### config.mk
export PLATFORM = sky130hd
export DESIGN_NAME = cpu
export DESIGN_NICKNAME = d
export VERILOG_FILES = /design/src/rtl/cpu.sv
export SDC_FILE = /design/constraint.sdc
export NUM_CORES = 1
export LEC_CHECK = 0
export ABC_AREA = 1
export BUFFER_PORTS_ARGS = -buffer_cell sky130_fd_sc_hd__buf_2
export CORE_ASPECT_RATIO = 1.5
export CORE_MARGIN = 2
export CORE_UTILIZATION = 52
export DETAILED_ROUTE_END_ITERATION = 6
export HOLD_SLACK_MARGIN = 0.12
export PLACE_DENSITY = 0.87
export SYNTH_ARGS = -nofsm -noshare
export SYNTH_HDL_FRONTEND = slang
export SYNTH_HIERARCHICAL = 1
export SYNTH_SLANG_ARGS = --single-unit
### constraint.sdc
create_clock -name clk -period 3.4 [get_ports clk]
set_input_delay 0.17 -clock clk [delete_from_list [all_inputs] [get_ports clk]]
set_output_delay 0.17 -clock clk [all_outputs]
set_load 0.02 [all_outputs]
### src/rtl/cpu.sv
// Hack CPU: A/D/PC registers around a Hack ALU, one instruction per clk; CPU_HALT_EN adds a halt input.
// Latency: single cycle, outM/writeM combinational from the current instruction; registers update on the edge.
// Backpressure: none by default; with CPU_HALT_EN, halt freezes A, D and PC and suppresses writeM.

module alu (
   input  logic [15:0] x,
   input  logic [15:0] y,
   input  logic        zx,
   input  logic        nx,
   input  logic        zy,
   input  logic        ny,
   input  logic        f,
   input  logic        no,
   output logic [15:0] out,
   output logic        zr,
   output logic        ng
);
   logic [15:0] x_z, x_n, y_z, y_n, fo;

   always_comb begin
      x_z = zx ? 16'h0000 : x;
      x_n = nx ? ~x_z : x_z;
      y_z = zy ? 16'h0000 : y;
      y_n = ny ? ~y_z : y_z;
      fo  = f ? (x_n + y_n) : (x_n & y_n);
      out = no ? ~fo : fo;
      zr  = (out == 16'h0000);
      ng  = out[15];
   end
endmodule

module cpu (
   input  logic        clk,
   input  logic        reset,
`ifdef CPU_HALT_EN
   input  logic        halt,
`endif
   input  logic [15:0] inM,
   input  logic [15:0] instruction,
   output logic [15:0] outM,
   output logic        writeM,
   output logic [14:0] addressM,
   output logic [14:0] pc
);
   logic [15:0] a_reg;
   logic [15:0] d_reg;
   logic [14:0] pc_reg;
   logic [15:0] alu_y;
   logic [15:0] alu_out;
   logic        zr;
   logic        ng;
   logic        is_c;
   logic        jump;
   logic        hold;
   logic        unused_bits;

`ifdef CPU_HALT_EN
   assign hold = halt;
`else
   assign hold = 1'b0;
`endif

   // instruction[14:13] carry no meaning in the Hack encoding
   assign unused_bits = &{1'b0, instruction[14:13]};

   assign is_c  = instruction[15];
   assign alu_y = instruction[12] ? inM : a_reg;

   alu u_alu (
      .x   (d_reg),
      .y   (alu_y),
      .zx  (instruction[11]),
      .nx  (instruction[10]),
      .zy  (instruction[9]),
      .ny  (instruction[8]),
      .f   (instruction[7]),
      .no  (instruction[6]),
      .out (alu_out),
      .zr  (zr),
      .ng  (ng)
   );

   assign jump = is_c & ((instruction[2] & ng) |
                         (instruction[1] & zr) |
                         (instruction[0] & ~ng & ~zr));

   assign outM     = alu_out;
   assign writeM   = is_c & instruction[3] & ~reset & ~hold;
   assign addressM = a_reg[14:0];
   assign pc       = pc_reg;

   // Jump target uses the pre-edge A, so an A write in the same cycle cannot redirect it.
   always_ff @(posedge clk) begin
      if (reset) begin
         a_reg  <= 16'h0000;
         d_reg  <= 16'h0000;
         pc_reg <= 15'h0000;
      end else if (!hold) begin
         if (!is_c) begin
            a_reg <= instruction;
         end else begin
            if (instruction[5]) a_reg <= alu_out;
            if (instruction[4]) d_reg <= alu_out;
         end
         pc_reg <= jump ? a_reg[14:0] : pc_reg + 15'd1;
      end
   end
endmodule

### Yosys cells after proc, flatten, opt, wreduce, memory -nomap -nowiden

Cells that the tools add are included.

* bitwise gates (word level): 17
* muxes and demuxes: 10
* equal/unequal tests: 1
* reductions and logical operators: 3
* add/sub/neg operators: 2

Operator list (number)
* 2-to-1 mux 16 bit: 7
* inverter 16 bit: 3
* 2-to-1 mux 15 bit: 3
* adder 16 bit: 1
* bitwise AND 16 bit: 1
* logical NOT 16 bit: 1
* adder 15 x 1 -> 15 bit (second input constant): 1
* bitwise AND 1 bit: 7
* inverter 1 bit: 4
* inequality test 2 bit (second input constant): 1
* OR 1 bit: 2
* AND reduction 2 bit: 1
* OR reduction 2 bit: 1

* input port bits: 34
* logic and storage cells: 37
* register bits after elaboration: 47
* output and inout port bits: 47

### Longest topological paths before layout

Gate-level depths: netlist of the first run.

* depth in word-level cells: 14
* gate-level depth with buffers: 32

### Modules after synthesis

Netlist of the first run, hierarchy kept.

By module, submodules not included
* cpu: times used 1, cells an instance 383, area an instance 2541.2 um2, sequential area each 940.9 um2
* alu: times used 1, cells an instance 419, area an instance 2089.5 um2, sequential area each 0.0 um2

### Worst setup path before layout of the first run

Ideal clock, no wire load.

* path type: input -> register
* start point: in instruction[12]
* end point: reg pc_reg[13] (netlist: pc[13])
* arrival: 3.412 ns
* path slack: -0.121 ns
* stages on the path: 30
* required time: 3.291 ns
* path through: buf_2 buf_1 nand2_1 o21ai_0 nand2_1 xor2_1 inv_1 ha_1 fa_1 nand3_1 nand3_2 nand2_1 nand2_1 nand2_1 nand2_1 nand2_1 nand3_1 nand3_1 nand2_1 nor2_2 nand2_1 nor2_1 inv_1 nand3_1 nand3_2 nand2_2 buf_6 nand3_1 nand2_1 inv_1

* word-level cells in the longest chain between the ends: 14
* elaborated cells on any way between the ends: 20
* those cells by class: 1 x add/sub; 6 x mux; 12 x bitwise; 1 x reduce/logical

RTL lines
* from (decl): RTL line 39 `input logic [15:0] instruction,`
* 2-to-1 mux 16 bit *: RTL line 67 `assign alu_y = instruction[12] ? inM : a_reg;`
* named net alu_y[0]: RTL line 48 `logic [15:0] alu_y;`
* 2-to-1 mux 16 bit *: RTL line 23 `y_z = zy ? 16'h0000 : y;`
* inverter 16 bit: RTL line 24 `y_n = ny ? ~y_z : y_z;`
* 2-to-1 mux 16 bit *: RTL line 24
* adder 16 bit *: RTL line 25 `fo = f ? (x_n + y_n) : (x_n & y_n);`
* 2-to-1 mux 16 bit *: RTL line 25
* inverter 16 bit: RTL line 26 `out = no ? ~fo : fo;`
* 2-to-1 mux 16 bit *: RTL line 26
* named net outM[12]: RTL line 40 `output logic [15:0] outM,`
* logical NOT 16 bit *: RTL line 27 `zr = (out == 16'h0000);`
* named net zr: RTL line 50 `logic zr;`
* bitwise AND 1 bit / inverter 1 bit (equally long branches): RTL line 84, 85
* OR 1 bit / bitwise AND 1 bit (equally long branches): RTL line 83, 85
* OR 1 bit *: RTL line 84 `(instruction[1] & zr) |`
* bitwise AND 1 bit *: RTL line 83 `assign jump = is_c & ((instruction[2] & ng) |`
* 2-to-1 mux 15 bit *: RTL line 105 `pc_reg <= jump ? a_reg[14:0] : pc_reg + 15'd1;`
* to (signal assigned): RTL line 105
* to (decl): RTL line 47 `logic [14:0] pc_reg;`

Mark *: on every way through the listed nets, which the timed path passes. The rest lies on a longest branch.
A chain may end at the register's enable or synchronous reset.

### Final worst setup path of the first run

* start point: reg a_reg[0]
* end point: reg pc_reg[4] (netlist: pc[4])

* word-level cells in the longest chain between the ends: 14
* elaborated cells on any way between the ends: 20
* those cells by class: 1 x add/sub; 6 x mux; 12 x bitwise; 1 x reduce/logical

RTL lines
* from (decl): RTL line 45 `logic [15:0] a_reg;`
* from (signal assigned): RTL line 100 `a_reg <= instruction;`
* from (signal assigned): RTL line 102 `if (instruction[5]) a_reg <= alu_out;`
* 2-to-1 mux 16 bit *: RTL line 67
* named net alu_y[0]: RTL line 48
* 2-to-1 mux 16 bit *: RTL line 23
* inverter 16 bit: RTL line 24
* 2-to-1 mux 16 bit *: RTL line 24
* adder 16 bit / bitwise AND 16 bit (equally long branches): RTL line 25
* 2-to-1 mux 16 bit *: RTL line 25
* inverter 16 bit: RTL line 26
* 2-to-1 mux 16 bit *: RTL line 26
* logical NOT 16 bit *: RTL line 27
* named net zr: RTL line 50
* bitwise AND 1 bit / inverter 1 bit (equally long branches): RTL line 84, 85
* OR 1 bit / bitwise AND 1 bit (equally long branches): RTL line 83, 85
* OR 1 bit *: RTL line 84
* bitwise AND 1 bit *: RTL line 83
* 2-to-1 mux 15 bit *: RTL line 105

Marked as above.

==> results of run 1 <==
cell type report:
class | count | share of cell area
repair buffers | 136 | 0.149
inverters | 142 | 0.0944
clock buffers | 7 | 0.0270
multi-input cells | 570 | 0.537
well taps | 110 | 0.0244
flip-flops and latches | 47 | 0.167
clock inverters | 1 | 0.00133
cells by family after synthesis:
group | count (synthesis)
compound gates | 63
buf+inv | 185
flops | 47
xor+xnor | 40
simple gates | 443
fa+ha+maj | 18
mux | 6
Yosys cell counts, drive strengths merged, types with 11 or more instances:
cell / count
nand2: 259
inv: 139
nand3: 90
nor2: 77
dfxtp: 47
o21ai: 41
xor2: 35
buf: 29
ha: 17
a21oi: 14
clkbuf: 14
nand4: 11
power by group:
group	internal [uW]	switching, uW
Combinational	463	746
Clock	313	214
Sequential	603	49.9
worst max-delay path by stage:
stage | from | endpoint | cells past startpoint
floorplan | instruction[12] | pc[13]$_SDFF_PP0_ | 30
finish | a_reg[0]$_SDFFE_PP0P_ | pc[4]$_SDFF_PP0_ | 26
CTS | a_reg[0]$_SDFFE_PP0P_ | pc[6]$_SDFF_PP0_ | 27
detailed placement | instruction[12] | pc[6]$_SDFF_PP0_ | 26
global placement | instruction[12] | pc[6]$_SDFF_PP0_ | 26
global route | a_reg[0]$_SDFFE_PP0P_ | pc[6]$_SDFF_PP0_ | 25
layout by cell type (no fill, tap or decap), types with 12 or more instances in the layout:
| cell type | n |
|---|---|
| buf_2 | 80 |
| buf_4 | 52 |
| dfxtp_1 | 45 |
| ha_1 | 13 |
| inv_1 | 135 |
| nand2_1 | 245 |
| nand2_2 | 13 |
| nand3_1 | 80 |
| nor2_1 | 64 |
| nor2_2 | 12 |
| o21ai_0 | 31 |
| xor2_1 | 35 |
worst max-delay path, delay by kind of cell (launching register included):
family	cells	cell delay, ps
AO/OA/AOI/OAI	1	120
flip-flops	1	340
buffers and inverters	4	340
AND/OR/NAND/NOR	17	1520
XOR/XNOR	2	350
adder cells (fa/ha/maj)	2	690
stage by stage:
step                power (uW)  area (sq um)  TNS, ps  std cells
CTS                       2300          5490        0       1011
detailed placement        1770          5300    -2760       1002
global route              2520          5650    -3030       1013
global placement          1740          5300    -2150       1002
finish                    2390          5650     -404       1013
floorplan                 1410          4640        0        802
routing by layer:
| metal | part of all wire | wire length (um) | vias to the layer above |
|---|---|---|---|
| li1 | - | - | 2641 |
| met1 | 0.36 | 5480 | 2502 |
| met2 | 0.51 | 7730 | 298 |
| met3 | 0.067 | 1000 | 69 |
| met4 | 0.056 | 837 | 0 |
| met5 | 0 | 0 | - |
timing repair:
action / in CTS / in global routing
gates cloned: 0 / 0
endpoints found under the setup margin: 15 / 15
hold buffers: 1 / 0
pin swaps: 1 / 23
setup buffers: 0 / 2
gates resized for setup: 8 / 43
hold endpoints to repair: 2 / 0
==> run metrics, run 1 <==
CTS Buf Count 5; worst flop-to-flop path startpoint a_reg[0]$_SDFFE_PP0P_; CORE AREA 8720 sq um; gr usage total 0.297; Layout Skew 8.08 ps; first-pass GRT wire length 22.8 mm; WHS Endpoint a_reg[14]$_SDFFE_PP0P_; grt ovf 0; worst path required time 3580 ps; largest net degree at the start of global routing 46; worst hold path type in -> reg; Mapped Nets 854; # setup viols final 14; max incr delay on CP 520 ps; Hold Vio Cnt, Final 0; RSZ-0062 raised after global routing yes; sequential cell area 943 sq um; Final period util 1.02; synthesized area per cell 5.77 sq um; startpoint types flip-flop; Mapped Cells 802; layout cells sized above 1 0.231; EDFF count, synth 0; Synth Area in Adders 0.0503; IO buf count 80; vias per cell 5.44; main combinational cell family by area after synthesis simple AND/OR/NAND/NOR gates; CP max stage cell fa_2; Period minus WS final 3470 ps; simple-gate share of the synthesized area 0.407; Worst Hold Depth 5; area of the multi-input gates 3030 sq um; Synth cell types 32; RD Place Congestion 0.950; H-tree lvl count 2; Synth Register Bits 47; Clock Sinks 47; Mapped Area 4630 sq um; maximum fanout along the worst path 4; Slew @ Worst Pin 1210 ps; initial antenna violation count 0; post-synthesis compound-gate area fraction 0.0730; max-slew violations 0; I/O Pins 81; Rel. slew slack 0.190; antenna-violating nets left 0; Detailed Place HPWL 11.1 mm; failing checks negative setup slack; Max Cap Violations 0; grt met2 use 0.539; die height 120 um; Synth area leaders nand2_1 (20%), dfxtp_1 (20%), inv_1 (11%), nand3_1 (9.2%), xor2_1 (6.6%); Detailed Routing Iterations Pass 1 6; YS warnings 6; top-area cell type share of the netlist area 0.203; Util after Layout 0.648; pre-CTS WS -246 ps; n_diodes 0; leakage 0.00317 uW; met3 global-route usage 0.0308; average wire per standard cell 14.9 um; Worst Reg-to-Reg Cells 26; highest clock rate 0.289 GHz; Power Density 423 nW/um^2; Primary FF master, synth dfxtp_1; Die X 81.1 um; status complete, but fails checks; clock latency at the later pin of the worst-skew pair 290 ps; fillers 783; Initial Util 0.531; mux cell area share after synthesis 0.0146; Reg2Reg Setup Slack -70 ps; post-route DRC violation count 0; CTS tree built; maximum vdd ir drop 0.480 mV; Final Worst Setup Slack -65.6 ps; post-synthesis async set-or-reset flop share 0; P&R area growth vs syn 22.0%; critical path type reg -> reg; XOR/XNOR Fraction of Synth Area 0.0757; Synth area leader nand2_1; vias in the first global route 4981; # rows 42; Worst path most repeated cell nand2_1; arrival time at the worst endpoint 3650 ps; Iter 0 DRT Violations 521; clock root buffer clkbuf_16; Total Wirelength 15.0 mm; nets 954; register area share after synthesis 0.203; Vias 5510; die area 9690 sq um; clock slew at reported path FFs 70 ps; GR Layer Usage met1 0.328; GRT Max-Usage Layer met2; Max clock buf depth 2; Hold Slack 192 ps; capture point of the worst reg-to-reg path pc[4]$_SDFF_PP0_; hold_sp instruction[14]; Worst setup EP type flip-flop
Power figures use the tool's default switching activity.
==> run 2, diff against run 1 <==
--- a/config.mk
+++ b/config.mk
@@ -6,13 +6,13 @@
 export NUM_CORES = 1
 export LEC_CHECK = 0
 export ABC_AREA = 1
-export BUFFER_PORTS_ARGS = -buffer_cell sky130_fd_sc_hd__buf_2
 export CORE_ASPECT_RATIO = 1.5
 export CORE_MARGIN = 2
-export CORE_UTILIZATION = 52
+export CORE_UTILIZATION = 55
 export DETAILED_ROUTE_END_ITERATION = 6
+export DONT_BUFFER_PORTS = 1
 export HOLD_SLACK_MARGIN = 0.12
-export PLACE_DENSITY = 0.87
+export PLACE_DENSITY = 0.82
 export SYNTH_ARGS = -nofsm -noshare
 export SYNTH_HDL_FRONTEND = slang
 export SYNTH_HIERARCHICAL = 1
==> run 2 against run 1 <==
The flow still finishes with violations (negative setup slack); first-iteration DRC count is 2.1% higher; critical path depth up 1; non-clock buffer count decreased by 88; sequential power up 3.7%; flip-flop and latch count did not move; combinational power fell by 13%; cell count is 9.0% lower; clock power is 7.8% lower; sequential share of layout area rose by 1.2 points; critical path type unchanged; highest routed layer unchanged.
==> run metrics, run 2 (synthesized netlist as in run 1, its figures left out) <==
leakage 0.00275 uW (-13%); gr usage total 0.291 (-0.00562); startpoint types flip-flop; RSZ-0062 raised after global routing yes; Worst path most repeated cell nand2_1; clock latency at the later pin of the worst-skew pair 290 ps (about the same); Power Density 419 nW/um^2 (-0.93%); failing checks negative setup slack; Worst setup EP type flip-flop; die area 9180 sq um (-5.2%); Hold Slack 123 ps (-68.6 ps); CORE AREA 8310 sq um (-4.7%); worst hold path type in -> reg; highest clock rate 0.289 GHz (+0.30%); max incr delay on CP 510 ps (about the same); Util after Layout 0.635 (-0.0125); RD Place Congestion 0.980 (+3.1%); # setup viols final 11 (-3); CP max stage cell fa_2; arrival time at the worst endpoint 3690 ps (+40 ps); Clock Sinks 47 (unchanged); Initial Util 0.557 (+0.0264); clock root buffer clkbuf_16; capture point of the worst reg-to-reg path pc[13]$_SDFF_PP0_; first-pass GRT wire length 21.3 mm (-6.7%); layout cells sized above 1 0.135 (-0.0965); Detailed Place HPWL 10.4 mm (-6.3%); die height 116 um (-2.7%); # rows 41 (-2.4%); Die X 78.9 um (-2.6%); Iter 0 DRT Violations 532 (+2.1%); Layout Skew 8.64 ps (+0.558 ps); Detailed Routing Iterations Pass 1 7 (+1); average wire per standard cell 15.8 um (+6.2%); critical path type reg -> reg; initial antenna violation count 0 (unchanged); nets 866 (-9.2%); Hold Vio Cnt, Final 0 (unchanged); clock slew at reported path FFs 70 ps (about the same); maximum fanout along the worst path 5 (+1); Final Worst Setup Slack -55.3 ps (+10.3 ps); max-slew violations 0 (unchanged); worst flop-to-flop path startpoint a_reg[0]$_SDFFE_PP0P_; CTS tree built; CP endpoint pc[13]$_SDFF_PP0_; Rel. slew slack 0.171 (-0.0189); crit path from a_reg[0]$_SDFFE_PP0P_; n_diodes 0 (unchanged); setup TNS -288 ps (+117 ps); maximum vdd ir drop 0.314 mV (-34%); Slew @ Worst Pin 1240 ps (+28.2 ps); grt ovf 0 (unchanged); Final period util 1.02 (-0.00303); Max Cap Violations 0 (unchanged); H-tree lvl count 2 (unchanged); IO buf count 0 (-100%); Worst Reg-to-Reg Cells 27 (+3.8%); P&R area growth vs syn 14.0%; antenna-violating nets left 0 (unchanged); Reg2Reg Setup Slack -60 ps (about the same); vias in the first global route 4735 (-4.9%); post-route DRC violation count 0 (unchanged); most frequent cells in the layout nand2_1 (245), inv_1 (136), nand3_1 (83); largest net degree at the start of global routing 46 (unchanged); Total Wirelength 14.5 mm (-3.3%); Pwr Total 2210 uW (-7.4%); worst path required time 3640 ps (+60 ps); CTS Buf Count 5 (unchanged); status complete, but fails checks; Max clock buf depth 2 (unchanged); Vias 5164 (-6.3%); I/O Pins 81 (unchanged); commonest non-fill, non-tap cell in the layout nand2_1; Period minus WS final 3460 ps (-10.3 ps); vias per cell 5.60 (+3.0%)
## run 2: where the power goes
group / internal [uW] / switching [uW] / leakage (uW)
Sequential: 603 / 74.0 / 0.000389
Combinational: 388 / 660 / 0.00230
Clock: 272 / 214 / 0.0000669
Total: 1260 / 948 / 0.00275
## run 2: worst min path at each step
stage                     from                      to  slack [ps]  cells past startpoint
6_report        instruction[5]   a_reg[7]$_SDFFE_PP0P_         120                      4
5_1_grt         instruction[5]   a_reg[9]$_SDFFE_PP0P_         140                      4
4_1_cts        instruction[14]  a_reg[14]$_SDFFE_PP0P_         120                      4
3_5_place_dp             reset   a_reg[5]$_SDFFE_PP0P_         250                      1
3_3_place_gp             reset   a_reg[5]$_SDFFE_PP0P_         240                      1
2_1_floorplan            reset   a_reg[5]$_SDFFE_PP0P_         240                      1
## run 2: timing repair
action / CTS / global route
hold buffers: 14 / 0
pin swaps: 0 / 11
resized for setup: 3 / 54
endpoints found under the hold margin: 13 / 0
buffers inserted: 0 / 2
gates cloned: 0 / 1
endpoints found under the setup margin: 9 / 16
## run 2: cell type report
type                       count  area [sq um]
timing repair buffer          48           407
inverter                     142           533
fill                         725          3030
sequential                    47           942
clock inverter                 2          12.5
tap                          107           134
clock buffer                   6           129
multi-input combinational    570          3120
## run 2: worst max-delay path: cells and delay by family (launching register included)
kind / cells / cell delay, ps
AOI/OAI and AO/OA: 1 / 100
adders and majority gates: 2 / 680
xor gates and xnor gates: 2 / 370
DFF: 1 / 340
and+or+nand+nor: 16 / 1390
buffers and inverters: 6 / 520
## run 2: per-layer routing
| layer | vias up | global-route usage | routed length [um] |
|---|---|---|---|
| met5 | - | 0 | 0 |
| met4 | 0 | 0.177 | 685 |
| met3 | 70 | 0.0510 | 966 |
| met2 | 254 | 0.539 | 7640 |
| met1 | 2366 | 0.305 | 5260 |
| li1 | 2474 | - | - |
## run 2: per-stage QoR
stage	instances	setup slack [ps]	area [sq um]
6_report	922	-55.3	5280
5_1_grt	922	-273	5280
4_1_cts	919	-6.11	5000
3_5_place_dp	897	6.22	4720
3_3_place_gp	897	86.6	4720
2_1_floorplan	802	13.6	4640
==> run 3, diff against run 2 <==
--- a/config.mk
+++ b/config.mk
@@ -6,14 +6,14 @@
 export NUM_CORES = 1
 export LEC_CHECK = 0
 export ABC_AREA = 1
+export CAP_MARGIN = 20
 export CORE_ASPECT_RATIO = 1.5
 export CORE_MARGIN = 2
 export CORE_UTILIZATION = 55
 export DETAILED_ROUTE_END_ITERATION = 6
 export DONT_BUFFER_PORTS = 1
 export HOLD_SLACK_MARGIN = 0.12
-export PLACE_DENSITY = 0.82
+export PLACE_DENSITY_LB_ADDON = 0.25
 export SYNTH_ARGS = -nofsm -noshare
 export SYNTH_HDL_FRONTEND = slang
-export SYNTH_HIERARCHICAL = 1
 export SYNTH_SLANG_ARGS = --single-unit
==> run 3 against run 2 <==
The run now ends clean; synthesized area up 0.46%; maximum frequency up 4.7%; routed wire length up 3.8%; flip-flop and latch count unchanged; design area up 1.4%; worst setup slack better by 160 ps; global-route usage up 0.76 points; utilization up 0.89 points; largest cell class unchanged; largest power group unchanged.
==> run metrics, run 3 <==
Synth cell types 30 (-6.3%); CORE AREA 8310 sq um (unchanged); main combinational cell family by area after synthesis simple AND/OR/NAND/NOR gates; Rel. slew slack 0.342 (+0.171); sequential cell area 942 sq um (unchanged); antenna-violating nets left 0 (unchanged); Synth area leaders dfxtp_1 (20%), nand2_1 (18%), inv_1 (10%), xor2_1 (8.7%), nand3_1 (7.0%); post-route DRC violation count 0 (unchanged); Vias 5010 (-3.0%); Synth area leader dfxtp_1; gr usage total 0.299 (+0.00761); Switching Share 0.444 (+0.0147); CP max stage cell fa_2; Detailed Place HPWL 10.6 mm (+2.6%); startpoint types flip-flop; arrival time at the worst endpoint 3530 ps (-160 ps); grt ovf 0 (unchanged); Final period util 0.970 (-0.0458); clock latency at the later pin of the worst-skew pair 300 ps (about the same); Pint 1310 uW (+4.0%); first-pass GRT wire length 21.6 mm (+1.8%); most frequent cell after synthesis nand2_1; # rows 41 (unchanged); Synth Register Bits 47 (unchanged); most frequent cells in the layout nand2_1 (216), inv_1 (122), nand3_1 (62); CTS Buf Count 5 (unchanged); CTS tree built; YS warnings 0 (-6); XOR/XNOR Fraction of Synth Area 0.0923 (+0.0166); fillers 763 (+5.2%); Total Wirelength 15.1 mm (+3.8%); commonest non-fill, non-tap cell in the layout nand2_1; Layout Skew 7.78 ps (-0.861 ps); largest net degree at the start of global routing 34 (-26%); Primary FF master, synth dfxtp_1; Detailed Routing Iterations Pass 1 5 (-2); P&R area growth vs syn 15.0%; sequential power share 0.283 (-0.023); Max Cap Violations 0 (unchanged); vias per cell 5.60 (about the same); Slew @ Worst Pin 983 ps (-252 ps); max-slew violations 0 (unchanged); Hold Slack 136 ps (+12.9 ps); Iter 0 DRT Violations 336 (-37%); Initial Util 0.560 (+0.00256); status finished, final reports clean; GRT Max-Usage Layer met2; Hold Vio Cnt, Final 0 (unchanged); GR Layer Usage met1 0.299 (-0.00591); Synth top cells by count nand2_1 (225), inv_1 (124), nand3_1 (65); Sw Pwr 1050 uW (+10%); nets 839 (-3.1%); n_diodes 0 (unchanged); Mapped Nets 824 (-3.5%); EDFF count, synth 0 (unchanged); top-area cell type share of the netlist area 0.202 (-0.00120); die area 9220 sq um (+0.43%); Mapped Area 4650 sq um (+0.46%); Comb power frac 0.491 (+0.017); critical path type reg -> reg; mux cell area share after synthesis 0 (-0.0146); RSZ-0062 raised after global routing yes; cells along the critical path inv_2 > a21oi_2 > o21ai_1 > xor2_1 > ha_2 > fa_2 > nand2_2 > nand2_2 > xor2_2 > nand2_1 > nor2_1 > nand3_1 > nor2_2 > nand2_1 > nor2_2 > nand3_2 > nand2_2 > nand3_4 > buf_12 > nand3_2 > nand2_1 > nor2_1; maximum vdd ir drop 0.365 mV (+16%); maximum fanout along the worst path 8 (+3); Clock Sinks 47 (unchanged); post-synthesis async set-or-reset flop share 0 (unchanged); worst path required time 3630 ps (about the same); synthesized area per cell 6.03 sq um (+4.4%); Max clock buf depth 2 (unchanged); Mapped Cells 772 (-3.7%); average wire per standard cell 16.9 um (+6.9%); register area share after synthesis 0.202 (-0.000929); Period minus WS final 3300 ps (-156 ps); Worst setup EP type flip-flop; highest clock rate 0.303 GHz (+4.7%); CP top delay family simple AND/OR/NAND/NOR gates; layout cells sized above 1 0.187 (+0.0516); clock root buffer clkbuf_16; RD Place Congestion 0.957 (-2.3%); Die X 79.1 um (+0.22%); vias in the first global route 4608 (-2.7%); max incr delay on CP 540 ps (+30 ps); # setup viols final 0 (-11); simple-gate share of the synthesized area 0.377 (-0.0301); die height 117 um (+0.22%); grt met2 use 0.566 (+0.0271); clock slew at reported path FFs 70 ps (about the same); area of the multi-input gates 3110 sq um (-0.40%); Util after Layout 0.644 (+0.00888); IO buf count 0 (unchanged); Power Density 441 nW/um^2 (+5.3%); I/O Pins 81 (unchanged); met3 global-route usage 0.0394 (-0.0116); Clock power frac 0.225 (+0.005); initial antenna violation count 0 (unchanged); CP Buf/Inv Count 2 (-4); worst hold path type in -> reg; leakage 0.00268 uW (-2.8%); Synth Area in Adders 0.0500 (-0.000230); H-tree lvl count 2 (unchanged); post-synthesis compound-gate area fraction 0.114 (+0.0411)
==> run 3: logic make-up after synthesis <==
family                   Yosys count
adder cells (fa/ha/maj)           18
flip-flops                        47
AO/OA/AOI/OAI                     93
XOR/XNOR                          49
buffers and inverters            178
AND/OR/NAND/NOR                  387
==> run 3: stage by stage <==
step                      power (uW)  std cells  setup slack, ps  setup TNS [ps]  cell area (sq um)
after detailed placement        1660        859            -74.9            -708               4730
after floorplan                 1490        772             3.15               0               4650
after global placement          1640        859            -57.0            -381               4730
final                           2360        895              100               0               5350
after global routing            2490        895             -104            -966               5350
after CTS                       2210        884             20.2               0               5070
==> run 3: layout make-up <==
type | instances | area share
timing repair buffer | 56 | 0.0980
multi-input combinational | 547 | 0.581
sequential | 47 | 0.176
tap | 107 | 0.0250
clock inverter | 2 | 0.00304
inverter | 130 | 0.0912
clock buffer | 6 | 0.0260
==> run 3: final timing paths <==
check / start / end / cells past startpoint / slack (ps)
worst max register to register: a_reg[0]$_SDFFE_PP0P_ / pc[14]$_SDFF_PP0_ / 22 / 100
worst min register to register: d_reg[10]$_SDFFE_PP0P_ / d_reg[10]$_SDFFE_PP0P_ / 2 / 510
worst max-delay path: a_reg[0]$_SDFFE_PP0P_ / pc[14]$_SDFF_PP0_ / 22 / 100
worst min-delay path: instruction[15] / a_reg[15]$_SDFFE_PP0P_ / 4 / 140
==> run 3: tightest hold or removal path, stage by stage <==
cell and delay (ps):
nand2_1 70, a21oi_1 50, o21ai_0 60, inv_1 40
==> run 3: power groups by stage <==
stage          clock network [uW]  logic (uW)  registers, uW
6_report                      532        1160            669
5_1_grt                       550        1270            674
4_1_cts                       528        1010            667
3_5_place_dp                    0         978            680
3_3_place_gp                    0         960            678
2_1_floorplan                   0         815            672
==> run 3: repair_timing <==
item,in CTS,in global routing
endpoints found under the hold margin,35,0
pin swaps,0,24
gates resized for setup,1,51
setup buffers,0,8
hold buffers,17,0
setup endpoints to repair,15,15
cloned,0,3
==> run 3: layer usage <==
metal,up-vias,wire [um]
met5,-,0
met4,0,1050
met3,63,986
met2,220,7760
met1,2308,5300
li1,2419,-
